===== config.mk =====
export PLATFORM = sky130hd
export DESIGN_NAME = rw_reg_bank
export DESIGN_NICKNAME = d
export VERILOG_FILES = /design/src/rtl/rw_reg_bank_pkg.sv /design/src/rtl/rw_reg_unlock_fsm.sv /design/src/rtl/rw_reg_bank.sv
export SDC_FILE = /design/constraint.sdc
export NUM_CORES = 1
export LEC_CHECK = 0
export BUFFER_PORTS_ARGS = -buffer_cell sky130_fd_sc_hd__buf_2
export CORE_ASPECT_RATIO = 1.5
export CORE_MARGIN = 3
export CORE_UTILIZATION = 50
export CTS_CLUSTER_DIAMETER = 50
export CTS_CLUSTER_SIZE = 25
export DETAILED_ROUTE_END_ITERATION = 8
export GPL_ROUTABILITY_DRIVEN = 0
export PLACE_DENSITY = 0.8
export SLEW_MARGIN = 10
export SYNTH_ARGS = -nofsm -noshare
export SYNTH_HDL_FRONTEND = slang
export SYNTH_HIERARCHICAL = 1
export SYNTH_SLANG_ARGS = --single-unit

===== constraint.sdc =====
create_clock -name i_clk -period 6.8 [get_ports i_clk]
set_input_delay 1.36 -clock i_clk [delete_from_list [all_inputs] [get_ports i_clk]]
set_output_delay 1.36 -clock i_clk [all_outputs]
set_load 0.01 [all_outputs]

===== src/rtl/rw_reg_bank_pkg.sv =====
// rw_reg_bank_pkg: shared types and mode-bit positions for the register bank
package rw_reg_bank_pkg;
  typedef enum logic [1:0] {ACC_RW, ACC_RO, ACC_W1C, ACC_RC} acc_type_e;
  typedef enum logic [1:0] {ST_LOCKED, ST_KEY0_OK, ST_UNLOCKED} unlock_st_e;
  localparam int M_TEST  = 0;
  localparam int M_CFG   = 1;
  localparam int M_SPI   = 2;
  localparam int M_EFUSE = 3;
endpackage


===== src/rtl/rw_reg_unlock_fsm.sv =====
// rw_reg_unlock_fsm: two-key unlock sequencer with per-state timeout
module rw_reg_unlock_fsm
  import rw_reg_bank_pkg::*;
#(
  parameter int DW = 8,
  parameter logic [DW-1:0] KEY0 = 8'hA5,
  parameter logic [DW-1:0] KEY1 = 8'h5A,
  parameter int UNLOCK_WIN = 16
) (
  input  logic          clk,
  input  logic          rst,
  input  logic          key_wr,
  input  logic [DW-1:0] key_data,
  input  logic          prot_wr_done,
  output logic          unlocked
);
  localparam int CW = $clog2(UNLOCK_WIN + 1);
  unlock_st_e state, nxt;
  logic [CW-1:0] cnt;
  logic expired;
  assign expired = cnt == '0;
  always_comb begin
    nxt = state;
    case (state)
      ST_LOCKED:   nxt = key_wr && key_data == KEY0 ? ST_KEY0_OK : ST_LOCKED;
      ST_KEY0_OK:  nxt = key_wr ? (key_data == KEY1 ? ST_UNLOCKED : ST_LOCKED) : expired ? ST_LOCKED : ST_KEY0_OK;
      ST_UNLOCKED: nxt = key_wr || prot_wr_done || expired ? ST_LOCKED : ST_UNLOCKED;
      default:     nxt = ST_LOCKED;
    endcase
  end
  // counter reloads on every state change so each state gets a full window
  always_ff @(posedge clk or posedge rst) begin
    if (rst) begin
      state    <= ST_LOCKED;
      cnt      <= '0;
      unlocked <= 1'b0;
    end else begin
      state    <= nxt;
      unlocked <= nxt == ST_UNLOCKED;
      cnt      <= nxt != state ? (nxt == ST_LOCKED ? '0 : CW'(UNLOCK_WIN - 1)) : (expired ? cnt : cnt - 1'b1);
    end
  end
endmodule


===== src/rtl/rw_reg_bank.sv =====
// rw_reg_bank: parametrised register bank with access types, mode permissions,
// per-register CRC store and key-protected registers
module rw_reg_bank
  import rw_reg_bank_pkg::*;
#(
  parameter int DW = 8,
  parameter int AW = 8,
  parameter int CRC_W = 8,
  parameter int REG_NUM = 4,
  parameter logic [AW-1:0] BASE_ADDR = '0,
  parameter logic [REG_NUM*DW-1:0] DEFAULT_VAL = '0,
  parameter logic [REG_NUM*2-1:0] ACC_TYPE = '0,
  parameter logic [REG_NUM-1:0] PROT_MASK = '0,
  parameter logic [REG_NUM*4-1:0] WR_MODE_MASK = '1,
  parameter logic [REG_NUM*3-1:0] RD_MODE_MASK = '1,
  parameter logic [AW-1:0] UNLOCK_ADDR = 8'hFF,
  parameter logic [DW-1:0] KEY0 = 8'hA5,
  parameter logic [DW-1:0] KEY1 = 8'h5A,
  parameter int UNLOCK_WIN = 16
) (
  input  logic                  i_clk,
  input  logic                  i_rst,
  input  logic                  i_wen,
  input  logic                  i_ren,
  input  logic                  i_test_st_reg_en,
  input  logic                  i_cfg_st_reg_en,
  input  logic                  i_spi_ctrl_reg_en,
  input  logic                  i_efuse_ctrl_reg_en,
  input  logic [AW-1:0]         i_addr,
  input  logic [DW-1:0]         i_wdata,
  input  logic [CRC_W-1:0]      i_crc_data,
  input  logic [REG_NUM*DW-1:0] i_hw_set,
  input  logic [REG_NUM*DW-1:0] i_hw_val,
  output logic [DW-1:0]         o_rdata,
  output logic [CRC_W-1:0]      o_rcrc,
  output logic                  o_rvld,
  output logic [REG_NUM*DW-1:0] o_reg_data,
  output logic                  o_unlocked,
  output logic                  o_err
);
  localparam int IW = REG_NUM > 1 ? $clog2(REG_NUM) : 1;
  logic [REG_NUM*CRC_W-1:0] crc_all;
  logic [AW-1:0] off;
  logic [IW-1:0] idx;
  logic [3:0] en;
  acc_type_e acc;
  logic hit, ua, wr_only, rd_only, wr_try, rd_try, wr_mode_ok, rd_mode_ok;
  logic is_ro, prot, wr_acc, rd_acc, rd_ua, key_wr, err_n, unlocked;
  logic unused_ok;
  assign off        = i_addr - BASE_ADDR;
  assign hit        = off < AW'(REG_NUM);
  assign idx        = off[IW-1:0];
  assign ua         = i_addr == UNLOCK_ADDR;
  assign en[M_TEST]  = i_test_st_reg_en;
  assign en[M_CFG]   = i_cfg_st_reg_en;
  assign en[M_SPI]   = i_spi_ctrl_reg_en;
  assign en[M_EFUSE] = i_efuse_ctrl_reg_en;
  assign acc        = acc_type_e'(ACC_TYPE[idx*2 +: 2]);
  assign prot       = PROT_MASK[idx];
  assign wr_mode_ok = |(en & WR_MODE_MASK[idx*4 +: 4]);
  // read mask has no efuse bit, so it lines up with the low three enables
  assign rd_mode_ok = |(en[2:0] & RD_MODE_MASK[idx*3 +: 3]);
  assign is_ro      = acc == ACC_RO;
  assign wr_only    = i_wen & ~i_ren;
  assign rd_only    = i_ren & ~i_wen;
  assign wr_try     = wr_only & hit;
  assign rd_try     = rd_only & hit;
  assign wr_acc     = wr_try & wr_mode_ok & ~is_ro & (~prot | unlocked);
  assign rd_acc     = rd_try & rd_mode_ok;
  assign rd_ua      = rd_only & ua;
  assign key_wr     = wr_only & ua & |en;
  assign err_n      = (i_wen & i_ren) | ((i_wen | i_ren) & ~hit & ~ua) | (wr_try & ~wr_mode_ok)
                    | (rd_try & ~rd_mode_ok) | (wr_try & is_ro) | (wr_try & prot & ~unlocked)
                    | (wr_only & ua & ~|en);
  assign unused_ok  = ^{i_hw_set, i_hw_val};
  assign o_unlocked = unlocked;
  for (genvar k = 0; k < REG_NUM; k++) begin : g_reg
    localparam acc_type_e A = acc_type_e'(ACC_TYPE[k*2 +: 2]);
    logic [DW-1:0] q, set;
    logic [CRC_W-1:0] c;
    logic wsel, rsel;
    assign set  = i_hw_set[k*DW +: DW];
    assign wsel = wr_acc && idx == IW'(k);
    assign rsel = rd_acc && idx == IW'(k);
    assign o_reg_data[k*DW +: DW]  = q;
    assign crc_all[k*CRC_W +: CRC_W] = c;
    always_ff @(posedge i_clk or posedge i_rst) begin
      if (i_rst) begin
        q <= DEFAULT_VAL[k*DW +: DW];
        c <= '0;
      end else begin
        if (A == ACC_RO) q <= i_hw_val[k*DW +: DW];
        else if (wsel) q <= A == ACC_W1C ? (q & ~i_wdata) | set : i_wdata;
        else if (rsel && A == ACC_RC) q <= set;
        else if (A == ACC_W1C || A == ACC_RC) q <= q | set;
        if (wsel) c <= i_crc_data;
      end
    end
  end
  always_ff @(posedge i_clk or posedge i_rst) begin
    if (i_rst) begin
      o_rvld  <= 1'b0;
      o_rdata <= '0;
      o_rcrc  <= '0;
      o_err   <= 1'b0;
    end else begin
      o_rvld  <= rd_acc | rd_ua;
      o_rdata <= rd_acc ? o_reg_data[idx*DW +: DW] : rd_ua ? DW'(unlocked) : '0;
      o_rcrc  <= rd_acc ? crc_all[idx*CRC_W +: CRC_W] : '0;
      o_err   <= err_n;
    end
  end
  rw_reg_unlock_fsm #(
    .DW(DW), .KEY0(KEY0), .KEY1(KEY1), .UNLOCK_WIN(UNLOCK_WIN)
  ) u_fsm (
    .clk(i_clk),
    .rst(i_rst),
    .key_wr(key_wr),
    .key_data(i_wdata),
    .prot_wr_done(wr_acc & prot),
    .unlocked(unlocked)
  );
endmodule


### Yosys cells after proc, flatten, opt, wreduce, memory -nomap -nowiden

Index checks and enable logic that the tools add are counted.

| operators by class | value |
|---|---|
| add/sub/neg operators | 1 |
| magnitude comparators | 2 |
| bitwise gates (word level) | 41 |
| multiplexer cells | 14 |
| reduce and logical (&&, ||, !) cells | 15 |
| divide/modulo/power cells | 0 |
| equal/unequal tests | 12 |
| shift-type cells | 5 |
| multiply operators | 1 |

Operators with widths:

| cell | number |
|---|---|
| variable part select 32 x 6 -> 8 bit | 2 |
| AND 1 bit | 21 |
| equality test 8 bit, second input constant | 2 |
| 2-to-1 mux 8 bit | 2 |
| variable part select 16 x 5 -> 4 bit, first input constant | 1 |
| variable part select 12 x 5 -> 3 bit, first input constant | 1 |
| 2-to-1 mux 5 bit | 2 |
| NOT 1 bit | 9 |
| OR 1 bit | 9 |
| equality test 2 bit, second input constant | 4 |
| equality test 8 x 7 -> 1 bit, second input constant | 1 |
| < comparator 8 x 3 -> 1 bit, second input constant | 1 |
| OR reduction 4 bit | 2 |
| variable part select 8 x 4 -> 2 bit, first input constant | 1 |
| equality test 2 x 1 -> 1 bit, second input constant | 3 |
| zero test 2 bit | 3 |
| 2-to-1 mux 2 bit | 3 |
| one-hot mux 2 bit (3 select lines) | 1 |
| logical AND 1 bit | 5 |
| zero test 5 bit | 1 |
| subtractor 5 x 1 -> 5 bit, second input constant | 1 |
| AND 4 bit | 1 |
| multiplier 2 x 2 -> 4 bit, second input constant | 1 |
| 2-to-1 mux 1 bit | 4 |
| 9 further kinds | 10 |

| word-level totals | value |
|---|---|
| word-level logic and storage cells | 106 |
| latch bits | 0 |
| RAM bits | 0 |
| memories kept | 0 |
| memory bits (read-only) | 0 |
| input port bits | 96 |
| flip-flop bits (word level) | 90 |
| output and inout bits | 51 |

### Depth between registers and ports, before layout

| logic depth | value |
|---|---|
| depth after elaboration | 14 |
| gate-level depth with buffers | 8 |
| mapped depth without buffers | 7 |

### By module

The synthesis kept the hierarchy.

By module, submodules not included:

| module | area an instance (µm²) | times used | cells each |
|---|---|---|---|
| rw_reg_bank | 3577.2 | 1 | 217 |
| rw_reg_unlock_fsm | 533.0 | 1 | 53 |

### Worst setup path before layout

Ideal clock, no wire load.

| timing | value |
|---|---|
| path kind | input -> register |
| start | input i_addr[0] |
| end | register u_fsm.cnt[0] |
| cell stages on the path | 8 |
| slack | 3.625 ns |
| data arrival time | 3.045 ns |
| buffers on the path | 1 |
| library setup time | 0.130 ns |
| cell sequence | buf_2 > nand2_1 > or3_1 > nor2_1 > nor4bb_1 > nand3_1 > mux2i_1 > o31ai_2 |

RTL lines:

| element | RTL line | source |
|---|---|---|
| start: declaration | rw_reg_bank.sv:29 | `input logic [AW-1:0] i_addr,` |
| equality test 8 bit * | rw_reg_bank.sv:53 | `assign ua = i_addr == UNLOCK_ADDR;` |
| AND 1 bit * (2 in a row) | rw_reg_bank.sv:71 | `assign key_wr = wr_only & ua & \|en;` |
| via key_wr | rw_reg_bank.sv:48 | `logic is_ro, prot, wr_acc, rd_acc, rd_ua, key_wr, err_n, unlocked;` |
| logical OR 1 bit (2 in a row) | rw_reg_unlock_fsm.sv:27 | `ST_UNLOCKED: nxt = key_wr \|\| prot_wr_done \|\| expired ? ST_LOCKED : ST_UNLOCKED;` |
| 2-to-1 mux 2 bit | rw_reg_unlock_fsm.sv:27 |  |
| one-hot mux 2 bit (3 select lines) * | rw_reg_unlock_fsm.sv:24 | `case (state)` |
| zero test 2 bit | rw_reg_unlock_fsm.sv:40 | `cnt <= nxt != state ? (nxt == ST_LOCKED ? '0 : CW'(UNLOCK_WIN - 1)) : (expired ? cnt : cnt - 1'b1);` |
| 2-to-1 mux 4 bit | rw_reg_unlock_fsm.sv:40 |  |
| 2-to-1 mux 5 bit | rw_reg_unlock_fsm.sv:40 |  |
| end signal: assignment | rw_reg_unlock_fsm.sv:40 |  |
| end: declaration | rw_reg_unlock_fsm.sv:19 | `logic [CW-1:0] cnt;` |

The timed path passes the listed nets; every way through them passes the cells marked *. The select of a mux whose other input is x is not followed.
A chain may end at the register's enable or synchronous reset.

### Worst setup path after layout

Same ends and word-level chain as after synthesis.

==> impl_metrics.env <==
export IMPL_antenna_found_initial=0
export IMPL_p_sw_share_pct=24.7
export IMPL_initial_utilization_pct=52.6
export IMPL_die_area_sq_um=9370
export IMPL_ant_nets=0
export IMPL_worstPathArrival_ns=3.84
export IMPL_pwr_share_seq_pct=49.3
export IMPL_clock_skew_ns=0.00663
export IMPL_crit_required_ns=7.01
export IMPL_viasPerCell=5.71
export IMPL_cts_resized=0
export IMPL_clk_latency_ns=0.34
export IMPL_finalWorstSetupSlack_ns=3.17
export IMPL_wl_um=9020
export IMPL_vdd_ir_drop_max_mv=0.184
export IMPL_ys_ff_latch=90
export IMPL_placementRows=39
export IMPL_grt_use_total_pct=20.6
export IMPL_synth_edf_count=0
export IMPL_num_vias=2627
export IMPL_slowest_stage="buf_2"
export IMPL_cpPeakStageDelay_ns=0.59
export IMPL_wire_per_inst_um=19.6
export IMPL_drc=0
export IMPL_total_leakage_power_nw=2.52
export IMPL_post_place_ws_ns=2.84
export IMPL_slew_viol_final=0
export IMPL_numClockSinks=90
export IMPL_ios=147
export IMPL_cts_buffers=9
export IMPL_grt_pass1_vias=2787
export IMPL_synth_area_per_cell_sq_um=15.2
export IMPL_cts_hold_buf=0
export IMPL_syn_area_sq_um=4110
export IMPL_postCtsSetupRepairBufs=0
export IMPL_coreArea_sq_um=7810
export IMPL_setup_viol=0
export IMPL_die_height_um=117
export IMPL_tns_ns=0
export IMPL_synthArstFlopShare_pct=100
export IMPL_yosysTopAreaCell="dfrtp_1"
export IMPL_die_w_um=80.0
export IMPL_syn_inst=270
export IMPL_ys_types=48
export IMPL_place_inst=445
export IMPL_hold_violations=0
export IMPL_ys_seq_area_share_pct=54.8
export IMPL_htreeDepth=3
export IMPL_path_cells="buf_2, nand2_1, or3_1, nor2_1, nor4bb_1, nand3_1, mux2i_1, o31ai_2"
export IMPL_path_clk_slew_ns=0.06
export IMPL_drtIter0Drc=153
export IMPL_clk_path_buf_depth=2
export IMPL_period_needed_ns=3.63
export IMPL_yosysMostFrequentCell="dfrtp_1"
export IMPL_cellPowerDensity_nw_per_um2=245
export IMPL_post_route_period_util_pct=53.4
export IMPL_fin_nets=452
export IMPL_switching_power_uw=295
export IMPL_hpwl_um=6040
export IMPL_status="complete, no violations"
export IMPL_max_slew_margin_pct=22.8
export IMPL_critPathLaunchType="primary input"
export IMPL_yosysTopAreaCellShare_pct=54.8
export IMPL_root_buffer="clkbuf_16"
export IMPL_cap_viol_max_count=0
export IMPL_drive_gt1_share_pct=53.9
export IMPL_worst_slew_pin_slew_ns=1.16
export IMPL_hold_class="flop to flop"
export IMPL_overflow=0
export IMPL_fmax_mhz=275
export IMPL_area_growth_pct=18.2
export IMPL_grt_max_degree=43
export IMPL_yosysWarnings=6
export IMPL_pwr_share_clk_pct=38.4
export IMPL_cp_max_fo=20
export IMPL_ys_flop_type="dfrtp_1"
export IMPL_synthTopCellsByCount="dfrtp_1, mux2_2, mux4_2"
export IMPL_end_kind="flop"
export IMPL_io_buffers=82
export IMPL_criticalPathCategory="primary input to flop"
export IMPL_p_comb_share_pct=12.3
export IMPL_grt_pass1_wl_um=14300
export IMPL_fin_cells=460
export IMPL_cts_tree="yes"
export IMPL_p_int_uw=896
export IMPL_n_antenna_cell=0
export IMPL_rsz0062_at_grt="false"
export IMPL_synthTopCellsByArea="dfrtp_1, mux2_2, mux4_2"
export IMPL_dr_pass1_iters=4
==> final cells by class <==
class / instances / area, sq um
Fill cell: 588 / 2950
Inverter: 4 / 16.3
Clock buffer: 13 / 260
Timing Repair Buffer: 83 / 418
Tap cell: 102 / 128
Sequential cell: 90 / 2250
Multi-Input combinational cell: 166 / 1770
Clock inverter: 2 / 12.5
==> logic make-up (layout without fill, tap and decap cells) <==
| group | count (synthesis) | in the layout | share of synthesized area (%) |
|---|---|---|---|
| other | 1 | 3 | 0.0912 |
| adder cells (fa/ha/maj) | 2 | 2 | 0.609 |
| buffers and inverters | 16 | 102 | 2.40 |
| AND/OR/NAND/NOR | 60 | 60 | 10.8 |
| XOR/XNOR | 3 | 3 | 0.639 |
| multiplexers | 82 | 82 | 27.7 |
| flip-flops | 90 | 90 | 54.8 |
| AO/OA/AOI/OAI | 16 | 16 | 2.95 |
==> metrics by stage <==
stage	power (mW)	cell area [sq um]	utilization [%]	hold WS [ns]
floorplan	0.695	4120	-	0.475
global placement	0.734	4590	58.7	0.484
detailed placement	0.743	4590	58.7	0.495
CTS	1.20	4860	62.2	0.508
global route	1.24	4860	62.2	0.516
finish	1.19	4860	62.2	0.502
==> power groups by stage <==
stage / Sequential, mW / Combinational [mW] / Clock [mW]
after detailed placement: 0.596 / 0.146 / 0
after floorplan: 0.594 / 0.101 / 0
after CTS: 0.587 / 0.147 / 0.465
after global placement: 0.594 / 0.140 / 0
final: 0.588 / 0.146 / 0.458
after global routing: 0.591 / 0.164 / 0.488
==> path summary, 6_finish.rpt <==
kind | end | start | slack, ns | cells after the start
hold reg to reg | g_reg[3].c[2] | g_reg[3].c[2] | 0.50 | 1
hold / removal | g_reg[3].c[2] | g_reg[3].c[2] | 0.50 | 1
setup / recovery | u_fsm/cnt[0] | i_addr[0] | 3.17 | 8
max in group asynchronous | g_reg[0].c[3] | i_rst | 4.72 | 3
setup reg to reg | u_fsm/cnt[0] | u_fsm/cnt[0] | 5.07 | 6
min in group asynchronous | u_fsm/cnt[3] | i_rst | 0.98 | 2
==> flip-flops by register name (all words and copies together), names as in the netlist <==
signal / cells
g.c: 32
g.q: 32
o_rcrc: 8
o_rdata: 8
u_fsm/cnt: 5
u_fsm/state: 2
o_err: 1
o_rvld: 1
u_fsm/unlocked: 1
==> worst max-delay path, delay by kind of cell <==
kind	cells	cell delay (ns)
buf+inv	1	0.59
simple gates	5	1.50
mux	1	0.28
compound gates	1	0.12
==> cell usage in the layout (no fill, tap or decap), types with 3 or more instances in the layout <==
| cell type | count |
|---|---|
| xnor2_1 | 3 |
| clkbuf_16 | 9 |
| nor2_1 | 7 |
| inv_1 | 3 |
| nor3_1 | 5 |
| dfrtp_1 | 90 |
| conb_1 | 3 |
| o21ai_0 | 3 |
| mux4_2 | 16 |
| mux2_4 | 10 |
| and3_1 | 15 |
| buf_2 | 82 |
| mux2_2 | 54 |
| nand2_1 | 6 |
==> metal layers <==
layer	wire, um	global-route usage (%)	vias up
li1	-	-	1168
met1	3670	25.2	1367
met2	4780	35.2	75
met4	184	9.02	0
met5	0	0	-
met3	385	4.29	17
No activity file was read; power rests on OpenSTA's default activity.
